[src/rtl/wrapper_risc.sv]
// Demo top: single-cycle 16-bit RISC core with a bubble-sort program ROM and data RAM.
// After the core halts, button presses step an index through the sorted array and the word is shown on out.
module wrapper_risc #(
    parameter int N_ELEM   = 10,
    parameter int DM_DEPTH = 16,
    parameter int IM_DEPTH = 64
) (
    input  logic        clk,
    input  logic        rst,
    input  logic        button,
    output logic [15:0] out
);
    localparam int PW  = $clog2(IM_DEPTH);
    localparam int DAW = $clog2(DM_DEPTH);
    localparam int IW  = $clog2(N_ELEM);

    localparam logic [3:0] OP_ADD  = 4'h0, OP_SUB = 4'h1, OP_ADDI = 4'h2, OP_LW = 4'h3,
                           OP_SW   = 4'h4, OP_BLTU = 4'h5, OP_BNE = 4'h6, OP_J = 4'h7,
                           OP_HALT = 4'hF;

    function automatic logic [15:0] ins(input logic [3:0] op, input logic [2:0] rd,
                                        input logic [2:0] rs, input logic [5:0] imm);
        return {op, rd, rs, imm};
    endfunction

    // R1 = outer bound, R2 = j, R3/R4 = DM[j]/DM[j+1]; swap when DM[j+1] < DM[j]
    function automatic logic [15:0] rom(input logic [PW-1:0] a);
        case (int'(a))
            0:       return ins(OP_ADDI, 3'd1, 3'd0, 6'(N_ELEM - 1));
            1:       return ins(OP_ADDI, 3'd2, 3'd0, 6'd0);
            2:       return ins(OP_LW,   3'd3, 3'd2, 6'd0);
            3:       return ins(OP_LW,   3'd4, 3'd2, 6'd1);
            4:       return ins(OP_BLTU, 3'd4, 3'd3, 6'd1);
            5:       return ins(OP_J,    3'd0, 3'd0, 6'd2);
            6:       return ins(OP_SW,   3'd4, 3'd2, 6'd0);
            7:       return ins(OP_SW,   3'd3, 3'd2, 6'd1);
            8:       return ins(OP_ADDI, 3'd2, 3'd2, 6'd1);
            9:       return ins(OP_BNE,  3'd2, 3'd1, 6'h38);
            10:      return ins(OP_ADDI, 3'd1, 3'd1, 6'h3F);
            11:      return ins(OP_BNE,  3'd1, 3'd0, 6'h35);
            12:      return ins(OP_HALT, 3'd0, 3'd0, 6'd0);
            default: return 16'h0000;
        endcase
    endfunction

    function automatic logic [15:0] dm_init(input int i);
        case (i)
            0:       return 16'h0032;
            1:       return 16'h0007;
            2:       return 16'h01F4;
            3:       return 16'h0000;
            4:       return 16'hFFFF;
            5:       return 16'h0019;
            6:       return 16'h0007;
            7:       return 16'h8000;
            8:       return 16'h0064;
            9:       return 16'h0003;
            default: return 16'h0000;
        endcase
    endfunction

    logic [PW-1:0]  pc;
    logic           halted;
    logic [15:0]    rf [8];
    logic [15:0]    dm [DM_DEPTH];
    logic [IW-1:0]  idx;
    logic [1:0]     sync;
    logic           prev;

    logic [15:0]    instr, imm16, rd_v, rs_v, rt_v, ea, wr_data;
    logic [3:0]     op;
    logic [2:0]     rd, rs, rt;
    logic           wr_en, dm_we, do_halt;
    logic [DAW-1:0] dm_addr;
    logic [PW-1:0]  pc_inc, pc_nx;
    logic           rise;
    logic [IW-1:0]  idx_n;

    always_comb begin
        instr   = rom(pc);
        op      = instr[15:12];
        rd      = instr[11:9];
        rs      = instr[8:6];
        rt      = instr[5:3];
        imm16   = {{10{instr[5]}}, instr[5:0]};
        rd_v    = (rd == 3'd0) ? 16'h0000 : rf[rd];
        rs_v    = (rs == 3'd0) ? 16'h0000 : rf[rs];
        rt_v    = (rt == 3'd0) ? 16'h0000 : rf[rt];
        ea      = rs_v + imm16;
        dm_addr = ea[DAW-1:0];
        pc_inc  = pc + PW'(1);
        pc_nx   = pc_inc;
        wr_en   = 1'b0;
        wr_data = 16'h0000;
        dm_we   = 1'b0;
        do_halt = 1'b0;
        case (op)
            OP_ADD:  begin wr_en = 1'b1; wr_data = rs_v + rt_v; end
            OP_SUB:  begin wr_en = 1'b1; wr_data = rs_v - rt_v; end
            OP_ADDI: begin wr_en = 1'b1; wr_data = ea; end
            OP_LW:   begin wr_en = 1'b1; wr_data = dm[dm_addr]; end
            OP_SW:   dm_we = 1'b1;
            OP_BLTU: if (rd_v < rs_v)  pc_nx = pc_inc + imm16[PW-1:0];
            OP_BNE:  if (rd_v != rs_v) pc_nx = pc_inc + imm16[PW-1:0];
            OP_J:    pc_nx = pc_inc + imm16[PW-1:0];
            OP_HALT: begin do_halt = 1'b1; pc_nx = pc; end
            default: ;
        endcase
    end

    // Edge detection runs all the time so a button already high at halt does not count as a press
    always_comb begin
        rise  = sync[1] & ~prev;
        idx_n = idx;
        if (rise)
            idx_n = (idx == IW'(N_ELEM - 1)) ? '0 : idx + IW'(1);
    end

    always_ff @(posedge clk) begin
        if (rst) begin
            pc     <= '0;
            halted <= 1'b0;
            idx    <= '0;
            out    <= 16'h0000;
            sync   <= 2'b00;
            prev   <= 1'b0;
            for (int i = 0; i < 8; i++)        rf[i] <= 16'h0000;
            for (int i = 0; i < DM_DEPTH; i++) dm[i] <= dm_init(i);
        end else begin
            sync <= {sync[0], button};
            prev <= sync[1];
            if (!halted) begin
                pc  <= pc_nx;
                out <= 16'h0000;
                if (do_halt)            halted <= 1'b1;
                if (wr_en && rd != 3'd0) rf[rd] <= wr_data;
                if (dm_we)              dm[dm_addr] <= rd_v;
            end else begin
                idx <= idx_n;
                out <= dm[DAW'(idx_n)];
            end
        end
    end
endmodule

[config.mk]
export PLATFORM = sky130hd
export DESIGN_NAME = wrapper_risc
export DESIGN_NICKNAME = d
export VERILOG_FILES = /design/src/rtl/wrapper_risc.sv
export SDC_FILE = /design/constraint.sdc
export NUM_CORES = 1
export LEC_CHECK = 0
export CORE_MARGIN = 1.5
export CORE_UTILIZATION = 35
export CTS_BUF_LIST = sky130_fd_sc_hd__clkbuf_4 sky130_fd_sc_hd__clkbuf_8 sky130_fd_sc_hd__clkbuf_16
export CTS_CLUSTER_DIAMETER = 30
export CTS_CLUSTER_SIZE = 28
export DETAILED_ROUTE_END_ITERATION = 16
export PLACE_DENSITY = 0.53
export SYNTH_ARGS = -nofsm -noshare
export SYNTH_HDL_FRONTEND = slang
export SYNTH_SLANG_ARGS = --single-unit
[constraint.sdc]
create_clock -name clk -period 12.4 [get_ports clk]
set_clock_uncertainty 0.05 [all_clocks]
set_input_delay 1.24 -clock clk [delete_from_list [all_inputs] [get_ports clk]]
set_output_delay 1.24 -clock clk [all_outputs]
set_load 0.01 [all_outputs]
==> out/qor.yml, run 1 <==
status: "complete, no violations"
worstPathRequired_ps: 12590
place_ws_ps: 5590
drc: 0
cp-end-kind: "flop"
overflow: 0
finalSetupTns_ps: 0
io_buffer_count: 18
die_h_um: 264
drt_first_pass_iters: 6
dp_hpwl_mm: 51.3
htreeDepth: 3
grt_pass1_wl_mm: 116
ctsHoldBuffers: 0
dieWidth_um: 264
cts_setup_buffers: 0
areaGrowthSynthToFinish_pct: 19.2
r2r_start: "pc[4]$_SDFFE_PP0P_"
wl_mm: 78.6
insertion_delay_ps: 680
grt_usage_pct: 22.4
dieArea_um2: 69900
yosys.area.top_type: "edfxtp_1"
min_path_cells: 1
reg2reg_depth: 15
rrSetupSlack_ps: 5570
cpMostUsedCell: "buf_4"
path_clk_slew_ps: 40
root_buffer: "clkbuf_16"
cp_slowest_cell: "fa_4"
num_antenna_cells: 0
cts_buffers: 103
fin_ws_ps: 5570
syn_area_um2: 23900
critPathArrivalTime_ps: 7020
max_slew_margin_pct: 13.2
synthCells: 2033
core_region_area_um2: 67400
finalSetupViolCount: 0
detail_route.iter0.violations: 2285
ys_ff_latch: 426
ys_types: 79
ir_worst_vdd_mv: 0.147
initial_core_util_pct: 35.5
yosys_warnings: 0
hold_ws_ps: 386
wire_per_inst_um: 26.0
min_from: "sync[0]$_SDFF_PP0_"
vias: 17689
start_kind: "flop"
finalHoldViolCount: 0
clkSinkCount: 426
cp_num_buf_inv: 4
pin_count: 19
cp_top_family: "simple AND/OR/NAND/NOR gates"
syn_avg_cell_area_um2: 11.8
ys_seq_area_share_pct: 51.7
critPathMaxStageDelay_ps: 1050
ys_async_sr_fraction_pct: 0
fin_crit_sh_pct: 55.1
ant_nets: 0
gp_congestion: 0.896
clk_path_buf_depth: 3
powerDensity_nw_per_um2: 274
cts_tree: "done"
synth_top_area_share_pct: 48.0
p_leak_uw: 0.0106
timing.fmax_mhz: 146
drive_gt1_share_pct: 19.9
vias_per_cell: 5.85
crit_chain: "nor2_4 -> buf_4 -> and2_1 -> buf_4 -> mux2i_1 -> o21ai_0 -> a22oi_1 -> nand2b_1 -> inv_1 -> fa_4 -> buf_4 -> nand4_1 -> nor2_1 -> nand3_1 -> nand2b_1"
first_global_vias: 17309
rsz0062_at_grt: "no"
slew_violations: 0
grt_max_degree: 66
worstSetupPathType: "reg2reg"
worstPathMaxFanout: 56
row_count: 95
fill_cells: 6162
period_needed_ps: 6830
fin_nets: 2128
antenna_found_initial: 0
hold_end: "sync[1]$_SDFF_PP0_"
drv_cap: 0
synthFlopType: "edfxtp_1"
regToRegEndpoint: "dm[7][10]$_SDFFCE_PN0P_"
cts_resized: 0
hold_path_class: "reg2reg"
synth_edf_count: 382
tightest_slew_ps: 1300
synth_area_leaders: "edfxtp_1 48%, mux4_2 12%, nor2_1 6.1%, dfxtp_1 3.7%, ha_1 3.2%"
## cells by family after synthesis
family / count (synthesis) / share of synthesized area, %
muxes: 199 / 15.2
DFF: 426 / 51.7
adders and majority gates: 64 / 3.44
other: 1 / 0.0157
AOI/OAI and AO/OA: 321 / 9.44
xor gates and xnor gates: 47 / 1.75
and+or+nand+nor: 760 / 14.1
buffers and inverters: 215 / 4.36
## layout by cell type (no fill, tap or decap), types with 27 or more instances in the layout
cell type  count
nor2_1       388
edfxtp_1     382
nand2_1      162
mux4_2       128
clkbuf_16    105
ha_1          60
inv_1         55
nand2b_1      53
a21oi_1       53
buf_4         50
o21ai_0       47
mux2i_1       44
dfxtp_1       44
a211oi_1      40
nor2b_1       30
a22oi_1       29
nand3_1       27
## stage by stage
step	cell area, um^2	utilization, %	total power [uW]	cells
after CTS	28500	42.3	7790	3025
after floorplan	24000	-	3880	2046
after global placement	24900	36.9	5000	2829
after global routing	28500	42.3	8130	3025
final	28500	42.3	7800	3025
after detailed placement	24900	36.9	5030	2829
## registers in the layout, indices dropped and copies added (netlist names), named ones only
signal  flops
sync        2
rf        126
dm        256
out        16
pc          6
halted      1
idx         4
prev        1
## area by class of cell
type | count | area (um^2) | area share, %
multi-input combinational | 1405 | 10700 | 37.4
inverter | 57 | 214 | 0.751
clock inverter | 76 | 861 | 3.02
clock buffer | 120 | 2760 | 9.68
tap | 873 | 1090 | 3.83
timing repair buffer | 68 | 551 | 1.93
sequential | 426 | 12400 | 43.4
## Yosys cell counts (all sizes together), types with 3 or more instances
cell and n:
a21oi 53, a221oi 19, and3 26, xor2 19, or2 6, nor2b 30, mux4 128, a22oi 31
dfxtp 44, o211ai 3, o21a 4, fa 3, a311oi 10, o221ai 9, o22ai 13, o21bai 12
mux2i 45, and2 12, edfxtp 382, a31oi 19, nor4 3, xnor2 28, nor3b 4, nand3 27
a2111oi 10, mux2 26, o21ai 55, nand2b 53, a211oi 43, or3 12, nor3 14, buf 62
a21o 20, inv 56, nand2 163, nand4 11, nor2 389, ha 61, a22o 7, clkbuf 96
## how the worst max path moves through the flow
stage / from / endpoint / slack [ps] / cells past startpoint
floorplan: pc[4]$_SDFFE_PP0P_ / flop / 7670 / 22
global route: pc[5]$_SDFFE_PP0P_ / dm[7][13]$_SDFFCE_PN0P_ / 5110 / 15
detailed placement: pc[4]$_SDFFE_PP0P_ / dm[3][14]$_SDFFCE_PN0P_ / 5590 / 15
finish: pc[4]$_SDFFE_PP0P_ / dm[7][10]$_SDFFCE_PN0P_ / 5570 / 15
global placement: pc[4]$_SDFFE_PP0P_ / dm[3][11]$_SDFFCE_PN0P_ / 5650 / 15
CTS: pc[4]$_SDFFE_PP0P_ / dm[3][6]$_SDFFCE_PN0P_ / 5600 / 15
## per-layer routing
metal / track usage (%) / part of all wire (%)
met2: 35.4 / 47
met4: 7.63 / 2.9
met3: 4.90 / 9.1
met5: 0 / 0
met1: 30.6 / 41
## power by group
part	total (uW)	internal, uW	switching, uW
logic	3270	1120	2150
clock network	2740	1850	896
registers	1790	1690	108
No activity file was read; power rests on OpenSTA's default activity.
==> inputs of run 2 (changes only) <==
- clock period: 12.4 -> 7 ns (I/O delays scaled with it)
==> run 2 against run 1 <==
  * Critical path type unchanged
  * Sequential power is 76% higher
  * Total power is 75% higher
  * Clock power is 74% higher
  * Sequential share of layout area is 0.26 points lower
  * Maximum frequency is 15% higher
  * Cell count is 0.79% higher
  * Hold slack better by 28 ps
  * Register-to-register slack worse by 4500 ps
  * Setup slack worse by 4500 ps
  * Combinational power is 76% higher
  * Highest routed layer unchanged
  * Die area stayed put
==> out/qor.yml, run 2 (synthesis results as in run 1) <==
num_antenna_cells: 0  # unchanged
insertion_delay_ps: 660  # -20 ps
ant_nets: 0  # unchanged
detail_route.iter0.violations: 1949  # -15%
vias: 17546  # -0.81%
slew_violations: 0  # unchanged
cp_num_buf_inv: 1  # -3
ir_worst_vdd_mv: 0.242  # +65%
dpl.cell_count: 2855  # +0.92%
grt_pass1_wl_mm: 117  # +0.99%
place_ws_ps: 1120  # -4470 ps
drt_first_pass_iters: 8  # +2
vias_per_cell: 5.75  # -1.6%
worstSetupPathType: "reg2reg"
fin_nets: 2154  # +1.2%
fin_util_pct: 42.5  # +0.25 points
cts_resized: 0  # unchanged
multiInputGateArea_um2: 10700  # unchanged
wire_per_inst_um: 26.1  # +0.26%
finalSetupViolCount: 0  # unchanged
largest_reg_flops: 256  # unchanged
final_common_cell: "nor2_1"
antenna_found_initial: 1  # +1
gp_congestion: 0.896  # about the same
dieArea_um2: 69900  # unchanged
initial_core_util_pct: 35.5  # unchanged
worstPathRequired_ps: 7220  # -5370 ps
hold_path_class: "reg2reg"
fin_crit_sh_pct: 84.6  # +30 points
top_regs: "dm (256), rf (126), out (16)"
status: "complete, no violations"
areaGrowthSynthToFinish_pct: 19.9
ctsHoldBuffers: 0  # unchanged
start_kind: "flop"
clkSinkCount: 426  # unchanged
fill_cells: 6161  # -0.016%
drv_cap: 0  # unchanged
cp-end-kind: "flop"
rsz0062_at_grt: "no"
min_from: "sync[0]$_SDFF_PP0_"
critPathMaxStageDelay_ps: 1120  # +70 ps
powerDensity_nw_per_um2: 476  # +74%
mostFrequentLayoutCells: "388 x nor2_1, 382 x edfxtp_1, 162 x nand2_1"
fin_ws_ps: 1070  # -4490 ps
row_count: 95  # unchanged
clk_path_buf_depth: 3  # unchanged
htreeDepth: 3  # unchanged
tightest_slew_ps: 1290  # -15.3 ps
overflow: 0  # unchanged
timing.fmax_mhz: 169  # +15%
worstPathMaxFanout: 23  # -59%
critPathArrivalTime_ps: 6140  # -880 ps
regMostFlops: "dm"
p_leak_uw: 0.0107  # +0.96%
drc: 0  # unchanged
grt_usage_pct: 22.8  # +0.37 points
dp_hpwl_mm: 52.5  # +2.4%
finalSetupTns_ps: 0  # unchanged
first_global_vias: 17721  # +2.4%
path_clk_slew_ps: 40  # about the same
final_cells: 3049  # +0.79%
cp_slowest_cell: "fa_4"
pin_count: 19  # unchanged
cp_top_family: "simple AND/OR/NAND/NOR gates"
cts_tree: "done"
finalHoldViolCount: 0  # unchanged
crit_chain: "and2_1 -> mux2i_1 -> o21ai_0 -> a22oi_1 -> nand2b_1 -> inv_1 -> fa_4 -> nand4_1 -> nor2_1 -> nand2_1 -> nand2b_1"
drive_gt1_share_pct: 20.8  # +0.88 points
wl_mm: 79.4  # +1.1%
max_slew_margin_pct: 14.2  # +1.0 points
grt_max_degree: 49  # -26%
cpMostUsedCell: "nand2b_1"
regArea_um2: 12400  # unchanged
core_region_area_um2: 67400  # unchanged
io_buffer_count: 18  # unchanged
cts_buffers: 103  # unchanged
period_needed_ps: 5930  # -907 ps
dieWidth_um: 264  # unchanged
cts_setup_buffers: 0  # unchanged
die_h_um: 264  # unchanged
root_buffer: "clkbuf_16"
==> run 2: cell count changes in the layout (fill, tap and decap cells not counted) <==
cell        delta
buf_12         +2
buf_4         +24
bufinv_16      -1
clkbuf_16      -2
clkbuf_4       +8
clkbuf_8       +2
clkinv_2       -3
clkinv_4       -6
clkinvlp_4     +2
inv_16         +1
inv_6          -3
==> run 2: layout make-up <==
cell class | instances | area share, %
flip-flops and latches | 426 | 43.1
multi-input cells | 1405 | 37.2
clock buffers | 128 | 9.76
well taps | 873 | 3.81
clock inverters | 66 | 2.69
repair buffers | 94 | 2.69
inverters | 57 | 0.747
==> run 2: through the flow <==
| stage | instance area (um^2) | hold WS, ps | power [uW] |
|---|---|---|---|
| 2_1_floorplan | 24000 | 364 | 6870 |
| 3_3_place_gp | 25100 | 407 | 8840 |
| 3_5_place_dp | 25100 | 396 | 8860 |
| 4_1_cts | 28700 | 415 | 13700 |
| 5_1_grt | 28700 | 432 | 14200 |
| 6_report | 28700 | 414 | 13700 |
==> run 2: path summary, 6_finish.rpt <==
kind	end	slack (ps)	cells after the start
max reg2reg	dm[6][0]$_SDFFCE_PN1P_	1070	11
max	dm[6][0]$_SDFFCE_PN1P_	1070	11
min reg2reg	sync[1]$_SDFF_PP0_	410	1
min	sync[1]$_SDFF_PP0_	410	1
==> run 2: power by group <==
group / total, uW / internal (uW) / switching (uW)
Combinational: 5740 / 2040 / 3700
Clock: 4770 / 3240 / 1530
Sequential: 3150 / 2990 / 162
==> run 2: per-layer routing <==
| layer | share of wire, % | GRT usage [%] | vias up |
|---|---|---|---|
| met5 | 0 | 0 | - |
| met4 | 2.9 | 7.67 | 0 |
| met3 | 8.2 | 4.62 | 140 |
| met2 | 48 | 37.3 | 843 |
| met1 | 41 | 30.2 | 8854 |
| li1 | - | - | 7709 |
==> inputs of run 3 (changes only) <==
- clock period: 7 -> 6.1 ns (I/O delays scaled with it)
==> run 3 against run 2 <==
  * Cell area rose by 1.3%
  * Routed wire length is 2.3% lower
  * Global-route usage down 0.61 points
  * Cell count grew 0.95%
  * Register-to-register slack worse by 220 ps
  * Hold slack got worse by 4.3 ps
  * Highest routed layer unchanged
==> out/qor.yml, run 3 (synthesis results as in run 1) <==
fin_crit_sh_pct: 85.9  # +1.3 points
num_antenna_cells: 0  # unchanged
placed_area_um2: 25400  # +1.1%
drt_first_pass_iters: 5  # -3
vias_per_cell: 5.77  # +0.24%
postLayoutCellArea_um2: 29000  # +1.3%
grt_max_degree: 66  # +35%
htreeDepth: 3  # unchanged
cts_resized: 0  # unchanged
rsz0062_at_grt: "no"
finalHoldViolCount: 0  # unchanged
die_h_um: 264  # unchanged
drive_gt1_share_pct: 22.2  # +1.4 points
fin_util_pct: 43.1  # +0.54 points
detail_route.iter0.violations: 1960  # +0.56%
drc: 0  # unchanged
cp_slowest_cell: "dfxtp_1"
crit_chain: "and2_1 -> nand3_1 -> o22ai_1 -> or3_1 -> inv_1 -> ha_1 -> nand4_1 -> nor3_2 -> o221ai_2 -> a31oi_4 -> mux2i_1 -> a22o_1 -> inv_1 -> ha_1 -> nand2_1 -> o21ai_0 -> a21o_1"
timing.fmax_mhz: 191  # +13%
pin_count: 19  # unchanged
antenna_found_initial: 1  # unchanged
max_slew_margin_pct: 11.6  # -2.7 points
mostFrequentLayoutCells: "388 x nor2_1, 382 x edfxtp_1, 162 x nand2_1"
first_global_vias: 17917  # +1.1%
cts_tree: "done"
critPathArrivalTime_ps: 5730  # -410 ps
io_buffer_count: 18  # unchanged
final_cells: 3078  # +0.95%
core_region_area_um2: 67400  # unchanged
regMostFlops: "dm"
cp-end-kind: "flop"
insertion_delay_ps: 660  # about the same
finalSetupTns_ps: 0  # unchanged
status: "complete, no violations"
hold_path_class: "reg2reg"
cts_buffers: 100  # -2.9%
initial_core_util_pct: 35.5  # unchanged
p_leak_uw: 0.0109  # +1.8%
overflow: 0  # unchanged
finalSetupViolCount: 0  # unchanged
period_needed_ps: 5240  # -683 ps
worstPathRequired_ps: 6580  # -640 ps
fin_nets: 2186  # +1.5%
ir_worst_vdd_mv: 0.277  # +14%
worstPathMaxFanout: 14  # -39%
row_count: 95  # unchanged
largest_reg_flops: 256  # unchanged
dieWidth_um: 264  # unchanged
dpl.cell_count: 2890  # +1.2%
root_buffer: "clkbuf_16"
final_common_cell: "nor2_1"
dp_hpwl_mm: 52.2  # -0.62%
powerDensity_nw_per_um2: 544  # +14%
ctsHoldBuffers: 0  # unchanged
start_kind: "flop"
tightest_slew_ps: 1330  # +40.3 ps
top_regs: "dm (256), rf (126), out (16)"
areaGrowthSynthToFinish_pct: 21.4
clk_path_buf_depth: 3  # unchanged
hold_ws_ps: 409  # -4.34 ps
wl_mm: 77.6  # -2.3%
path_clk_slew_ps: 50  # about the same
grt_pass1_wl_mm: 116  # -1.2%
ant_nets: 0  # unchanged
wire_per_inst_um: 25.2  # -3.2%
dieArea_um2: 69900  # unchanged
gp_congestion: 0.894  # -0.29%
vias: 17755  # +1.2%
clkSinkCount: 426  # unchanged
drv_cap: 0  # unchanged
cts_setup_buffers: 0  # unchanged
critPathMaxStageDelay_ps: 650  # -470 ps
slew_violations: 0  # unchanged
grt_usage_pct: 22.2  # -0.61 points
worstSetupPathType: "reg2reg"
## run 3: area by class of cell
cell class / instances / area, um^2
multi-input cells: 1405 / 10700
clock buffers: 120 / 2820
well taps: 873 / 1090
repair buffers: 129 / 1030
fillers: 6152 / 38400
clock inverters: 68 / 840
flip-flops and latches: 426 / 12400
inverters: 57 / 214
## run 3: power breakdown
| part | switching [uW] | internal, uW | leakage (uW) |
|---|---|---|---|
| clock | 1850 | 3830 | 0.00176 |
| sequential | 182 | 3420 | 0.00416 |
| combinational | 4070 | 2440 | 0.00500 |
| total | 6100 | 9690 | 0.0109 |
## run 3: critical path, delay by kind of cell (launching register included)
family | cells | cell delay (ps)
compound gates | 6 | 1440
fa+ha+maj | 2 | 550
buf+inv | 2 | 230
flops | 1 | 650
mux | 1 | 290
simple gates | 6 | 1910
## run 3: per-layer routing
metal | GRT usage (%) | part of all wire [%]
met5 | 0 | 0
met3 | 3.92 | 7.6
met1 | 30.8 | 43
met2 | 34.9 | 46
met4 | 7.91 | 2.8
## run 3: path summary, 6_finish.rpt
path	startpoint	to	slack, ps	cells after the start
max	flop	flop	860	17
min reg2reg	sync[1]$_SDFF_PP0_	prev$_SDFF_PP0_	410	1
min	sync[1]$_SDFF_PP0_	prev$_SDFF_PP0_	410	1
max reg2reg	flop	flop	860	17
## run 3: metrics by stage
stage	power [uW]	setup WS, ps
after floorplan	7890	1370
after global placement	10100	1020
after detailed placement	10100	924
after CTS	15800	916
after global routing	16500	497
final	15800	858
